`src/rtl/mips_pkg.sv`:
```
// Shared MIPS decode definitions: opcodes, ALU-op codes and the ID/EX control word.
package mips_pkg;

    localparam logic [5:0] OP_RTYPE = 6'h00;
    localparam logic [5:0] OP_LW    = 6'h23;
    localparam logic [5:0] OP_SW    = 6'h2B;
    localparam logic [5:0] OP_BEQ   = 6'h04;
    localparam logic [5:0] OP_ADDI  = 6'h08;
    localparam logic [5:0] OP_J     = 6'h02;

    localparam logic [1:0] ALU_ADD   = 2'b00;
    localparam logic [1:0] ALU_SUB   = 2'b01;
    localparam logic [1:0] ALU_FUNCT = 2'b10;

    // Field order matches the 10-bit idex_ctrl bus, MSB first.
    typedef struct packed {
        logic       regWrite;
        logic       memRead;
        logic       memWrite;
        logic       memToReg;
        logic       aluSrc;
        logic       branch;
        logic       jump;
        logic [1:0] aluOp;
        logic       illegal;
    } ctrl_t;

endpackage

```
`src/rtl/decode_stage_if.sv`:
```
// Decode-stage bus: fetch input, hazard/writeback sideband, register-file
// read port and the ID/EX register toward execute.
interface decode_stage_if;
    import mips_pkg::*;

    logic        if_valid;
    logic [31:0] if_instr;
    logic [31:0] if_pc;
    logic        flush;
    logic        ex_mem_read;
    logic [4:0]  ex_rd;
    logic        wb_reg_write;
    logic [4:0]  wb_write_reg;
    logic [31:0] wb_write_data;
    logic [4:0]  rf_read_reg1;
    logic [4:0]  rf_read_reg2;
    logic [31:0] rf_read_data1;
    logic [31:0] rf_read_data2;
    logic        stall;
    logic        idex_valid;
    logic [31:0] idex_pc;
    logic [31:0] idex_rs_data;
    logic [31:0] idex_rt_data;
    logic [31:0] idex_imm;
    logic [4:0]  idex_rs;
    logic [4:0]  idex_rt;
    logic [4:0]  idex_rd;
    ctrl_t       idex_ctrl;
    logic [31:0] idex_jtarget;

    // Surrounding pipeline / register file side.
    modport master (
        output if_valid, if_instr, if_pc, flush, ex_mem_read, ex_rd,
               wb_reg_write, wb_write_reg, wb_write_data, rf_read_data1, rf_read_data2,
        input  rf_read_reg1, rf_read_reg2, stall, idex_valid, idex_pc, idex_rs_data,
               idex_rt_data, idex_imm, idex_rs, idex_rt, idex_rd, idex_ctrl, idex_jtarget
    );

    // Decode stage side.
    modport slave (
        input  if_valid, if_instr, if_pc, flush, ex_mem_read, ex_rd,
               wb_reg_write, wb_write_reg, wb_write_data, rf_read_data1, rf_read_data2,
        output rf_read_reg1, rf_read_reg2, stall, idex_valid, idex_pc, idex_rs_data,
               idex_rt_data, idex_imm, idex_rs, idex_rt, idex_rd, idex_ctrl, idex_jtarget
    );

endinterface

```
`src/rtl/mips_control_decoder.sv`:
```
// Combinational opcode decoder: control word, destination register and
// whether the instruction reads rt as a source operand.
module mips_control_decoder
    import mips_pkg::*;
(
    input  logic [5:0] opcode,
    input  logic [4:0] rt,
    input  logic [4:0] rd,
    output ctrl_t      ctrl,
    output logic [4:0] destReg,
    output logic       readsRt
);

    // Opcode to control bits; a zero destination never writes.
    always_comb begin
        ctrl    = '0;
        destReg = '0;
        readsRt = 1'b0;
        unique case (opcode)
            OP_RTYPE: begin
                ctrl.regWrite = 1'b1;
                ctrl.aluOp    = ALU_FUNCT;
                destReg       = rd;
                readsRt       = 1'b1;
            end
            OP_LW: begin
                ctrl.regWrite = 1'b1;
                ctrl.memRead  = 1'b1;
                ctrl.memToReg = 1'b1;
                ctrl.aluSrc   = 1'b1;
                ctrl.aluOp    = ALU_ADD;
                destReg       = rt;
            end
            OP_SW: begin
                ctrl.memWrite = 1'b1;
                ctrl.aluSrc   = 1'b1;
                ctrl.aluOp    = ALU_ADD;
                readsRt       = 1'b1;
            end
            OP_BEQ: begin
                ctrl.branch = 1'b1;
                ctrl.aluOp  = ALU_SUB;
                readsRt     = 1'b1;
            end
            OP_ADDI: begin
                ctrl.regWrite = 1'b1;
                ctrl.aluSrc   = 1'b1;
                ctrl.aluOp    = ALU_ADD;
                destReg       = rt;
            end
            OP_J: begin
                ctrl.jump = 1'b1;
            end
            default: begin
                ctrl.illegal = 1'b1;
            end
        endcase
        if (destReg == '0) begin
            ctrl.regWrite = 1'b0;
        end
    end

endmodule

```
`src/rtl/decode_stage.sv`:
```
// MIPS ID stage: IF/ID register, register-file addressing, control decode,
// load-use stall detection and the ID/EX register.
// Optional feature: DECODE_WB_BYPASS_EN forwards same-cycle writeback data
// into the captured operands.
module decode_stage
    import mips_pkg::*;
#(
    parameter logic [31:0] RESET_PC = 32'h0000_0000
) (
    input  logic           clk,
    input  logic           reset,
    decode_stage_if.slave  bus
);

    logic        ifidValid;
    logic [31:0] ifidInstr;
    logic [31:0] ifidPc;
    logic [4:0]  rs;
    logic [4:0]  rt;
    ctrl_t       decCtrl;
    logic [4:0]  destReg;
    logic        readsRt;
    logic        hazard;
    logic [31:0] pcPlus4;
    logic [31:0] rsData;
    logic [31:0] rtData;
    logic        unusedBits;

    assign rs               = ifidInstr[25:21];
    assign rt               = ifidInstr[20:16];
    assign bus.rf_read_reg1 = rs;
    assign bus.rf_read_reg2 = rt;
    assign pcPlus4          = ifidPc + 32'd4;

    mips_control_decoder u_dec (
        .opcode  (ifidInstr[31:26]),
        .rt      (rt),
        .rd      (ifidInstr[15:11]),
        .ctrl    (decCtrl),
        .destReg (destReg),
        .readsRt (readsRt)
    );

    assign hazard = ifidValid && bus.ex_mem_read && (bus.ex_rd != '0) &&
                    ((bus.ex_rd == rs) || (readsRt && (bus.ex_rd == rt)));

    // A flush kills the IF/ID contents, so no hold is requested for them.
    assign bus.stall = hazard && !bus.flush;

`ifdef DECODE_WB_BYPASS_EN
    // Operand select: writeback data wins over the register file on a match.
    always_comb begin
        rsData = bus.rf_read_data1;
        rtData = bus.rf_read_data2;
        if (bus.wb_reg_write && (bus.wb_write_reg != '0) && (bus.wb_write_reg == rs)) begin
            rsData = bus.wb_write_data;
        end
        if (bus.wb_reg_write && (bus.wb_write_reg != '0) && (bus.wb_write_reg == rt)) begin
            rtData = bus.wb_write_data;
        end
    end
    assign unusedBits = ^pcPlus4[27:0];
`else
    assign rsData     = bus.rf_read_data1;
    assign rtData     = bus.rf_read_data2;
    assign unusedBits = ^{pcPlus4[27:0], bus.wb_reg_write, bus.wb_write_reg, bus.wb_write_data};
`endif

    // IF/ID register: reset > flush > stall hold > capture.
    always_ff @(posedge clk) begin
        if (reset) begin
            ifidValid <= 1'b0;
            ifidInstr <= '0;
            ifidPc    <= RESET_PC;
        end else if (bus.flush) begin
            ifidValid <= 1'b0;
        end else if (!hazard) begin
            ifidValid <= bus.if_valid;
            if (bus.if_valid) begin
                ifidInstr <= bus.if_instr;
                ifidPc    <= bus.if_pc;
            end
        end
    end

    // ID/EX register: data always follows decode, valid/ctrl become a bubble
    // on flush, stall or an empty IF/ID.
    always_ff @(posedge clk) begin
        if (reset) begin
            bus.idex_valid   <= 1'b0;
            bus.idex_ctrl    <= '0;
            bus.idex_pc      <= RESET_PC;
            bus.idex_rs_data <= '0;
            bus.idex_rt_data <= '0;
            bus.idex_imm     <= '0;
            bus.idex_rs      <= '0;
            bus.idex_rt      <= '0;
            bus.idex_rd      <= '0;
            bus.idex_jtarget <= '0;
        end else begin
            bus.idex_pc      <= ifidPc;
            bus.idex_rs_data <= rsData;
            bus.idex_rt_data <= rtData;
            bus.idex_imm     <= {{16{ifidInstr[15]}}, ifidInstr[15:0]};
            bus.idex_rs      <= rs;
            bus.idex_rt      <= rt;
            bus.idex_rd      <= destReg;
            bus.idex_jtarget <= {pcPlus4[31:28], ifidInstr[25:0], 2'b00};
            if (bus.flush || hazard || !ifidValid) begin
                bus.idex_valid <= 1'b0;
                bus.idex_ctrl  <= '0;
            end else begin
                bus.idex_valid <= 1'b1;
                bus.idex_ctrl  <= decCtrl;
            end
        end
    end

endmodule

```
`src/flat_wrapper.sv`:
```
// flat-port wrapper written by rule: the top's interface ports become plain ports
module decode_stage_flat import mips_pkg::*;
#(
    parameter logic [31:0] RESET_PC = 32'h0000_0000
)
  (clk, reset, bus_if_valid, bus_if_instr, bus_if_pc, bus_flush, bus_ex_mem_read, bus_ex_rd, bus_wb_reg_write, bus_wb_write_reg, bus_wb_write_data, bus_rf_read_data1, bus_rf_read_data2, bus_rf_read_reg1, bus_rf_read_reg2, bus_stall, bus_idex_valid, bus_idex_pc, bus_idex_rs_data, bus_idex_rt_data, bus_idex_imm, bus_idex_rs, bus_idex_rt, bus_idex_rd, bus_idex_ctrl, bus_idex_jtarget);
  decode_stage_if bus_i ();
  input  logic clk;
  input  logic reset;
  input wire logic [$bits(bus_i.if_valid)-1:0] bus_if_valid;
  input wire logic [$bits(bus_i.if_instr)-1:0] bus_if_instr;
  input wire logic [$bits(bus_i.if_pc)-1:0] bus_if_pc;
  input wire logic [$bits(bus_i.flush)-1:0] bus_flush;
  input wire logic [$bits(bus_i.ex_mem_read)-1:0] bus_ex_mem_read;
  input wire logic [$bits(bus_i.ex_rd)-1:0] bus_ex_rd;
  input wire logic [$bits(bus_i.wb_reg_write)-1:0] bus_wb_reg_write;
  input wire logic [$bits(bus_i.wb_write_reg)-1:0] bus_wb_write_reg;
  input wire logic [$bits(bus_i.wb_write_data)-1:0] bus_wb_write_data;
  input wire logic [$bits(bus_i.rf_read_data1)-1:0] bus_rf_read_data1;
  input wire logic [$bits(bus_i.rf_read_data2)-1:0] bus_rf_read_data2;
  output wire logic [$bits(bus_i.rf_read_reg1)-1:0] bus_rf_read_reg1;
  output wire logic [$bits(bus_i.rf_read_reg2)-1:0] bus_rf_read_reg2;
  output wire logic [$bits(bus_i.stall)-1:0] bus_stall;
  output wire logic [$bits(bus_i.idex_valid)-1:0] bus_idex_valid;
  output wire logic [$bits(bus_i.idex_pc)-1:0] bus_idex_pc;
  output wire logic [$bits(bus_i.idex_rs_data)-1:0] bus_idex_rs_data;
  output wire logic [$bits(bus_i.idex_rt_data)-1:0] bus_idex_rt_data;
  output wire logic [$bits(bus_i.idex_imm)-1:0] bus_idex_imm;
  output wire logic [$bits(bus_i.idex_rs)-1:0] bus_idex_rs;
  output wire logic [$bits(bus_i.idex_rt)-1:0] bus_idex_rt;
  output wire logic [$bits(bus_i.idex_rd)-1:0] bus_idex_rd;
  output wire logic [$bits(bus_i.idex_ctrl)-1:0] bus_idex_ctrl;
  output wire logic [$bits(bus_i.idex_jtarget)-1:0] bus_idex_jtarget;
  assign bus_i.if_valid = bus_if_valid;
  assign bus_i.if_instr = bus_if_instr;
  assign bus_i.if_pc = bus_if_pc;
  assign bus_i.flush = bus_flush;
  assign bus_i.ex_mem_read = bus_ex_mem_read;
  assign bus_i.ex_rd = bus_ex_rd;
  assign bus_i.wb_reg_write = bus_wb_reg_write;
  assign bus_i.wb_write_reg = bus_wb_write_reg;
  assign bus_i.wb_write_data = bus_wb_write_data;
  assign bus_i.rf_read_data1 = bus_rf_read_data1;
  assign bus_i.rf_read_data2 = bus_rf_read_data2;
  assign bus_rf_read_reg1 = bus_i.rf_read_reg1;
  assign bus_rf_read_reg2 = bus_i.rf_read_reg2;
  assign bus_stall = bus_i.stall;
  assign bus_idex_valid = bus_i.idex_valid;
  assign bus_idex_pc = bus_i.idex_pc;
  assign bus_idex_rs_data = bus_i.idex_rs_data;
  assign bus_idex_rt_data = bus_i.idex_rt_data;
  assign bus_idex_imm = bus_i.idex_imm;
  assign bus_idex_rs = bus_i.idex_rs;
  assign bus_idex_rt = bus_i.idex_rt;
  assign bus_idex_rd = bus_i.idex_rd;
  assign bus_idex_ctrl = bus_i.idex_ctrl;
  assign bus_idex_jtarget = bus_i.idex_jtarget;
  decode_stage #(.RESET_PC(RESET_PC)) u_core (.clk(clk), .reset(reset), .bus(bus_i));
endmodule
```
`config.mk`:
```
export PLATFORM = sky130hd
export DESIGN_NAME = decode_stage_flat
export DESIGN_NICKNAME = d
export VERILOG_FILES = /design/src/rtl/mips_pkg.sv /design/src/rtl/decode_stage_if.sv /design/src/rtl/mips_control_decoder.sv /design/src/rtl/decode_stage.sv /design/src/flat_wrapper.sv
export SDC_FILE = /design/constraint.sdc
export NUM_CORES = 1
export LEC_CHECK = 0
export BUFFER_PORTS_ARGS = -buffer_cell sky130_fd_sc_hd__buf_2
export CAP_MARGIN = 20
export CORE_AREA = 2 2 144 146
export CTS_CLUSTER_DIAMETER = 200
export DETAILED_ROUTE_END_ITERATION = 10
export DIE_AREA = 0 0 146 148
export PLACE_DENSITY = 0.66
export SLEW_MARGIN = 15
export SYNTH_ARGS = -nofsm -noshare
export SYNTH_HDL_FRONTEND = slang
export SYNTH_SLANG_ARGS = --single-unit
```
`constraint.sdc`:
```
create_clock -name clk -period 3.5 [get_ports clk]
set_clock_uncertainty 0.05 [all_clocks]
set_input_delay 0.35 -clock clk [delete_from_list [all_inputs] [get_ports clk]]
set_output_delay 0.35 -clock clk [all_outputs]
set_load 0.1 [all_outputs]
```
==> results.yml, run 1 <==
sta:
  timing.final.crit_share_pct: 83.14
  period_needed_ns: 2.910
  rsz0062_at_grt: "false"
  drv_slew: 0
  setup_viol: 0
  setup_tns_ns: 0
  max_slew_margin_pct: 47.34
  finalHoldViolCount: 0
  tightest_slew_ns: 0.7839
  max_freq_ghz: 0.3436
  setup_ws_ns: 0.5900
final_layout:
  final_cells: 1239
  drive_above_1_share_pct: 44.83
  fin_util_pct: 50.19
  final_common_cell: "buf_2"
  mostFrequentLayoutCells: "buf_2 (331), dfxtp_1 (206), nor2b_1 (181), mux2_4 (54), dlygate4sd3_1 (41)"
  syn_to_final_growth_pct: 34.93
  nets: 1128
pwr:
  cell_internal_pwr_mw: 4.204
  switching_power_mw: 1.740
  power.total_mw: 5.944
  clkPwrFrac_pct: 40.1
  leakagePower_nw: 4.838
  ir_drop_mv: 0.3638
  combPwrFrac_pct: 17.9
  seqPwrFrac_pct: 42.0
  switching_share_pct: 29.27
  powerDensity_mw_per_mm2: 591.1
route:
  drc_errors: 0
  met2_wirelength_mm: 8.198
  wl_met3_mm: 1.467
  vias_per_cell: 4.241
  drt-initial-drc-count: 116
  dr.max_layer_used: "met4"
  wl_mm: 16.75
  wl_met1_mm: 6.748
  vias: 5254
  drtPass1Iterations: 6
  drt.antenna.violating_nets: 0
  wire_per_inst_um: 13.52
placement:
  placed_cells: 1157
  place.gp.congestion: 0.7030
  pre_cts_slack_ns: 0.9003
  port_buffers: 332
  dpl.hpwl_mm: 11.32
clock_network:
  clkTransAtPathRegs_ns: 0.06
  cts_buffers: 22
  clockBufferDepth: 3
  cts_tree: "done"
  insertion_delay_ns: 0.49
  cts.sinks: 206
  cts-htree-levels: 1
  root_buffer: "clkbuf_16"
global_routing:
  grt_usage_pct: 14.63
  grt_max_degree: 105
  grt_pass1_wl_mm: 25.94
  grt_pass1_vias: 5158
  antenna_found_initial: 1
  grt_overflow_total: 0
synthesis:
  ys.warnings.count: 0
  synthCells: 639
  synth_area_leaders: "dfxtp_1 (55%), nor2b_1 (15%), mux2_4 (11%)"
  ys_seq_elements: 206
  synth-edff-count: 0
  syn_area_mm2: 0.007453
  synth-seq-area-share_pct: 55.33
  yosys.area.top_type: "dfxtp_1"
  synth_top_area_share_pct: 55.33
  syn-mean-instance-area_um2: 11.66
  async_reset_ff_share_pct: 0
  ys_types: 35
  dominantRegCellSynth: "dfxtp_1"
setup_path:
  critPathCaptureType: "primary output"
  crit_slowest_cell: "nor4b_2"
  cp.required_ns: 3.10
  crit_chain: "nor4_1 > a21oi_1 > nor4b_2 > or2_2 > nor2b_1 > buf_2"
  path_class: "flip-flop to primary output"
  worst-endpoint-arrival_ns: 2.51
  start_kind: "flip-flop"
  max_stage_delay_ns: 0.44
  critPathMaxFanout: 7
die:
  start_util_pct: 37.19
  die-area_mm2: 0.02161
  rows: 52
  fp.dieW_um: 146
  core_mm2: 0.02004
  io_pins: 373
  fp.dieH_um: 148
status:
  status: "complete, no violations"
flow_run:
  max_cap_violations: 0
min_path:
  worstHoldPathType: "input port to flip-flop"
cells by family (layout without fill, tap and decap cells):
logic type / Yosys count / after routing / share of synthesized area (%)
xor gates and xnor gates: 13 / 13 / 1.528
other: 1 / 3 / 0.05031
AOI/OAI and AO/OA: 16 / 16 / 1.377
buffers and inverters: 91 / 419 / 8.780
and+or+nand+nor: 247 / 247 / 20.50
muxes: 65 / 65 / 12.44
DFF: 206 / 206 / 55.33
power by group through the flow:
stage | registers [mW] | logic, mW | clock network [mW]
after floorplan | 3.00 | 0.423 | 0
after global placement | 2.54 | 1.03 | 0
after detailed placement | 2.55 | 1.03 | 0
after CTS | 2.50 | 1.07 | 2.46
after global routing | 2.51 | 1.11 | 2.55
final | 2.49 | 1.07 | 2.38
cell type report:
| cell class | instances | area (um2) |
|---|---|---|
| clock inverter | 9 | 120.1 |
| inverter | 3 | 11.26 |
| sequential | 206 | 4124 |
| fill | 1847 | 9982 |
| antenna | 1 | 2.502 |
| timing repair buffer | 376 | 2138 |
| multi-input combinational | 343 | 2688 |
| tap | 270 | 337.8 |
| clock buffer | 31 | 635.6 |
synth_stat cells, types with 2 or more instances:
cell type,count
dfxtp_1,206
nor2b_1,181
buf_4,55
mux2_4,54
clkbuf_1,25
nor2_1,17
nand2b_1,12
nand4_1,8
xnor2_1,8
a21oi_1,6
buf_12,6
mux2i_1,6
nor4_1,6
a22oi_1,5
mux2_2,5
xor2_1,5
nand2_1,4
inv_1,3
nor3_1,3
o21ai_0,3
or4_1,3
and4b_1,2
nand3_1,2
nand3b_1,2
nor4b_2,2
state kept, by name (all words and copies together), names as in the netlist:
register	cells
u_core.bus.idex_ctrl	9
u_core.bus.idex_imm	15
u_core.bus.idex_jtarget	7
u_core.bus.idex_pc	32
u_core.bus.idex_rd	5
u_core.bus.idex_rs	4
u_core.bus.idex_rs_data	32
u_core.bus.idex_rt	4
u_core.bus.idex_rt_data	32
u_core.bus.idex_valid	1
u_core.ifidInstr	32
u_core.ifidPc	32
u_core.ifidValid	1
metal layers:
metal	up-vias	global-route usage, %
met4	0	4.466
met3	29	4.784
li1	2624	-
met5	-	0
met2	219	26.11
met1	2382	16.67
through the flow:
stage	instance area [um2]	hold slack, ns
2_1_floorplan	7457	0.3956
3_3_place_gp	8889	0.4009
3_5_place_dp	8889	0.4049
4_1_cts	10050	0.0003839
5_1_grt	10050	0.01076
6_report	10060	0.02487
what timing repair did:
| action | CTS | global route |
|---|---|---|
| setup buffers | 0 | 0 |
| endpoints found under the hold margin | 41 | 0 |
| gates resized for setup | 0 | 0 |
| hold buffers | 41 | 0 |
worst paths after layout:
| path | startpoint | to | slack [ns] | depth (start not counted) |
|---|---|---|---|---|
| hold reg to reg | u_core.ifidInstr[2] | u_core.bus.idex_imm[2] | 0.41 | 1 |
| setup reg to reg | u_core.ifidInstr[28] | u_core.ifidPc[24] | 1.26 | 6 |
| setup / recovery | u_core.ifidInstr[31] | bus_stall | 0.59 | 6 |
| hold / removal | bus_rf_read_data1[26] | u_core.bus.idex_rs_data[26] | 0.02 | 2 |
worst max-delay path: cells and delay by family, from the launching register on:
| kind | cells | cell delay (ns) |
|---|---|---|
| buffers and inverters | 1 | 0.43 |
| DFF | 1 | 0.37 |
| and+or+nand+nor | 4 | 1.13 |
| AOI/OAI and AO/OA | 1 | 0.10 |
Note: power is estimated with default switching activity, not from simulation.
==> run 2: changes to the inputs <==
- clock period: 3.5 -> 3 ns (I/O delays scaled with it)
==> run 2 against run 1 <==
Clock power up 14%. Register-to-register slack worse by 0.51 ns. Largest cell class unchanged. Cell area up 2.5%. Die area unchanged. Cell count up 2.0%. Via count up 2.2%. Clock-buffer cell count up 4. Utilization up 1.3 points.
==> results.yml, run 2 (synthesized netlist as in run 1, its figures left out) <==
status:
  status: "complete, no violations"
die:
  core_mm2: 0.02004
  fp.dieH_um: 148
  rows: 52
  io_pins: 373
  start_util_pct: 37.19
  die-area_mm2: 0.02161
  fp.dieW_um: 146
clock_network:
  cts-htree-levels: 1
  cts_tree: "done"
  postCtsSetupRepairBufs: 0
  clkTransAtPathRegs_ns: 0.06
  cts.sinks: 206
  insertion_delay_ns: 0.49
  root_buffer: "clkbuf_16"
  cts_buffers: 23
  clockBufferDepth: 3
sta:
  max_slew_margin_pct: 38.70
  drv_slew: 0
  max_freq_ghz: 0.3623
  setup_viol: 0
  timing.final.crit_share_pct: 92.01
  period_needed_ns: 2.760
  rsz0062_at_grt: "false"
  setup_ws_ns: 0.2398
  tightest_slew_ns: 0.9194
  setup_tns_ns: 0
  finalHoldViolCount: 0
setup_path:
  critPathCaptureType: "primary output"
  worst-endpoint-arrival_ns: 2.41
  worst-path-buf-inv: 1
  cp.required_ns: 2.65
  critPathMaxFanout: 7
  start_kind: "flip-flop"
  crit_family: "simple AND/OR/NAND/NOR gates"
  path_class: "flip-flop to primary output"
  crit_chain: "nor4_1 > a21oi_1 > nor4b_2 > or2_2 > nor2b_1 > clkbuf_4"
  max_stage_delay_ns: 0.45
  crit_slowest_cell: "nor4b_2"
final_layout:
  final_common_cell: "buf_2"
  drive_above_1_share_pct: 43.91
  fin_util_pct: 51.45
  multiInputGateArea_mm2: 0.002688
  mostFrequentLayoutCells: "buf_2 (330), dfxtp_1 (206), nor2b_1 (181), dlygate4sd3_1 (65), mux2_4 (54)"
  syn_to_final_growth_pct: 38.34
  register_area_mm2: 0.004124
  nFillCells: 1801
  nets: 1156
min_path:
  worstHoldPathType: "input port to flip-flop"
global_routing:
  grt_pass1_vias: 5393
  grt_max_degree: 201
  grt_pass1_wl_mm: 26.85
  grt_usage_pct: 15.25
  grt_overflow_total: 0
  antenna_found_initial: 1
flow_run:
  max_cap_violations: 0
route:
  vias: 5367
  drt.antenna.violating_nets: 0
  drc_errors: 0
  drt-initial-drc-count: 129
  vias_per_cell: 4.246
  drtPass1Iterations: 4
  wire_per_inst_um: 13.66
  wl_mm: 17.27
placement:
  place.gp.congestion: 0.7431
  port_buffers: 332
  pre_cts_slack_ns: 0.4437
  dpl.hpwl_mm: 11.41
pwr:
  ir_drop_mv: 0.4208
  powerDensity_mw_per_mm2: 668.9
  power.total_mw: 6.897
  leakagePower_nw: 4.945
==> run 2: cell count changes in the layout (fill, tap and decap cells not counted), moves of 2 or more <==
cell           previous run  this run
buf_4                     0         3
bufinv_16                 3         1
clkbuf_8                  3         8
clkinv_2                  6         1
dlygate4sd3_1            41        65
==> run 2: timing repair <==
item,4_1_cts,5_1_grt
hold buffers,65,0
setup endpoints to repair,0,1
gates resized for setup,0,1
hold endpoints to repair,65,0
==> run 2: area by class of cell <==
cell class              instances  area share (%)
multi-input cells             343           26.06
flip-flops and latches        206           40.00
diodes                          1         0.02427
well taps                     270           3.276
clock inverters                 3          0.4247
clock buffers                  35           6.795
inverters                       3          0.1092
repair buffers                403           23.31
==> run 2: power breakdown <==
group / internal (mW) / switching, mW
registers: 2.86 / 0.0568
logic: 0.341 / 0.932
clock network: 1.68 / 1.03
total: 4.88 / 2.02
==> run 2: worst paths after layout <==
check / endpoint / start / cells after the start / slack (ns)
max: bus_stall / u_core.ifidInstr[31] / 6 / 0.24
max reg2reg: u_core.ifidPc[24] / u_core.ifidInstr[28] / 6 / 0.75
min reg2reg: u_core.bus.idex_imm[0] / u_core.ifidInstr[0] / 1 / 0.41
min: u_core.ifidInstr[30] / bus_if_instr[30] / 3 / 0.02
==> run 2: stage by stage <==
| stage | cells | hold WS [ns] | instance area [um2] |
|---|---|---|---|
| floorplan | 640 | 0.3738 | 7457 |
| global placement | 1160 | 0.4008 | 8911 |
| detailed placement | 1160 | 0.4029 | 8911 |
| CTS | 1263 | 0.004834 | 10310 |
| global route | 1263 | 0.01753 | 10310 |
| finish | 1264 | 0.02326 | 10310 |
==> run 2: routing by layer <==
layer / vias to the layer above / routed length (um) / GRT usage (%)
met5: - / 0 / 0
met2: 231 / 8518 / 27.33
met4: 0 / 345 / 4.660
met3: 30 / 1527 / 4.877
met1: 2430 / 6878 / 17.34
li1: 2676 / - / -
==> run 2: tightest hold or removal path: cells and delay by family <==
kind                   cells  cell delay, ns
muxes                      1            0.06
buffers and inverters      1            0.10
and+or+nand+nor            1            0.06
==> run 3: changes to the inputs <==
--- a/config.mk
+++ b/config.mk
@@ -10,4 +10,5 @@
 export CORE_AREA = 2 2 144 146
 export CTS_CLUSTER_DIAMETER = 200
+export CTS_CLUSTER_SIZE = 40
 export DETAILED_ROUTE_END_ITERATION = 10
 export DIE_AREA = 0 0 146 148
==> constraint.sdc (replaced) <==
create_clock -name clk -period 3 [get_ports clk]
set_clock_uncertainty 0.05 [all_clocks]
set_input_delay 0.45 -clock clk [delete_from_list [all_inputs] [get_ports clk]]
set_output_delay 0.45 -clock clk [all_outputs]
set_load 0.1 [all_outputs]
==> run 3 against run 2 <==
Flip-flop and latch count unchanged. First-iteration DRC count shrank 3.9%. Clock power decreased by 48%. Hold slack improved by 0.095 ns.
==> results.yml, run 3 (synthesized netlist as in run 1, its figures left out) <==
pwr:
  switching_share_pct: 32.93
  leakagePower_nw: 4.440
  seqPwrFrac_pct: 52.6
  clkPwrFrac_pct: 25.5
  switching_power_mw: 1.821
  power.total_mw: 5.529
  ir_drop_mv: 0.5721
  cell_internal_pwr_mw: 3.708
  combPwrFrac_pct: 21.9
  powerDensity_mw_per_mm2: 601.5
flow_run:
  max_cap_violations: 0
global_routing:
  grt_pass1_wl_mm: 24.87
  grt_max_degree: 102
  grt_overflow_total: 0
  grt_pass1_vias: 4817
  grt_usage_pct: 14.09
  antenna_found_initial: 1
die:
  start_util_pct: 37.19
  fp.dieW_um: 146
  core_mm2: 0.02004
  die-area_mm2: 0.02161
  fp.dieH_um: 148
  io_pins: 373
  rows: 52
sta:
  setup_viol: 0
  rsz0062_at_grt: "false"
  max_slew_margin_pct: 46.58
  tightest_slew_ns: 0.7952
  setup_ws_ns: 0.1852
  period_needed_ns: 2.815
  setup_tns_ns: 0
  finalHoldViolCount: 0
  drv_slew: 0
  max_freq_ghz: 0.3553
  fin_hold_ws_ns: 0.1181
  timing.final.crit_share_pct: 93.83
placement:
  pre_cts_slack_ns: 0.2797
  place.gp.congestion: 0.8132
  placed_cells: 1161
  dpl.hpwl_mm: 11.78
  port_buffers: 332
  placed_area_mm2: 0.008921
final_layout:
  drive_above_1_share_pct: 45.95
  final_cells: 1171
  nFillCells: 1905
  final_common_cell: "buf_2"
  fin_util_pct: 45.87
  diodes: 0
  nets: 1078
  syn_to_final_growth_pct: 23.32
  mostFrequentLayoutCells: "buf_2 (330), dfxtp_1 (206), nor2b_1 (180), mux2_4 (54), nor2_1 (17)"
  multiInputGateArea_mm2: 0.002699
  register_area_mm2: 0.004124
  finalInstanceArea_mm2: 0.009191
setup_path:
  path_class: "flip-flop to primary output"
  start_kind: "flip-flop"
  r2r_start: "u_core.ifidInstr[28]"
  r2r_cells: 6
  critPathMaxFanout: 7
  rr_endpoint: "u_core.ifidPc[21]"
  rrSetupSlack_ns: 0.67
  cp.required_ns: 2.50
  worst-endpoint-arrival_ns: 2.31
  critPathCaptureType: "primary output"
route:
  wire_per_inst_um: 13.71
  drt.antenna.violating_nets: 0
  vias_per_cell: 4.236
  vias: 4960
  wl_mm: 16.05
  drt-initial-drc-count: 124
  drtPass1Iterations: 4
  drc_errors: 0
min_path:
  hp-start: "bus_rf_read_data1[11]"
  whs_endpoint: "u_core.bus.idex_rs_data[11]"
  holdPathStages: 2
  worstHoldPathType: "input port to flip-flop"
clock_network:
  cts_buffers: 9
  hold_buffers: 0
  clockBufferDepth: 3
  cts.sinks: 206
  root_buffer: "clkbuf_16"
  clkTransAtPathRegs_ns: 0.14
  postCtsSetupRepairBufs: 0
  insertion_delay_ns: 0.48
  cts_tree: "done"
  post_cts_resized: 1
  cts-htree-levels: 1
status:
  status: "complete, no violations"
==> run 3: cell count changes in the layout (fill, tap and decap cells not counted), moves of 4 or more <==
| cell | previous run | this run |
|---|---|---|
| dlygate4sd3_1 | 65 | 0 |
| clkbuf_8 | 8 | 0 |
| clkbuf_16 | 23 | 9 |
| clkbuf_1 | 4 | 0 |
==> run 3: cell type report <==
| type | instances | share of cell area, % |
|---|---|---|
| well taps | 270 | 3.675 |
| multi-input cells | 343 | 29.36 |
| repair buffers | 339 | 19.19 |
| inverters | 3 | 0.1225 |
| clock buffers | 9 | 2.450 |
| flip-flops and latches | 206 | 44.87 |
| clock inverters | 1 | 0.3267 |
==> run 3: per-layer routing <==
metal	vias to the layer above	routed length (um)	global-route usage, %	share of wire, %
li1	2501	-	-	-
met1	2223	6661	17.12	41
met2	213	7517	24.20	47
met3	21	1436	4.568	8.9
met4	2	423	3.641	2.6
met5	-	13	0	0.081
==> run 3: power by group through the flow <==
stage,combinational (mW),clock [mW],sequential (mW)
final,1.21,1.41,2.91
after global placement,1.21,0,2.97
after global routing,1.26,1.56,2.92
after detailed placement,1.22,0,2.97
after CTS,1.22,1.48,2.91
after floorplan,0.493,0,3.49
==> run 3: worst max-delay path by stage <==
| stage | startpoint | to | slack (ns) |
|---|---|---|---|
| finish | u_core.ifidInstr[31] | bus_stall | 0.19 |
| global route | u_core.ifidInstr[31] | bus_stall | 0.03 |
| CTS | u_core.ifidInstr[31] | bus_stall | 0.03 |
| detailed placement | bus_ex_rd[0] | u_core.ifidPc[1] | 0.28 |
| global placement | bus_ex_rd[0] | u_core.ifidPc[29] | 0.31 |
| floorplan | u_core.ifidInstr[28] | bus_stall | 0.40 |
==> run 3: worst max-delay path, stage by stage (launching register included) <==
cell	delay [ns]
dfxtp_1	0.40
nor4_1	0.36
a21oi_1	0.13
nor4b_4	0.39
or2_2	0.18
nor2b_2	0.14
buf_6	0.23
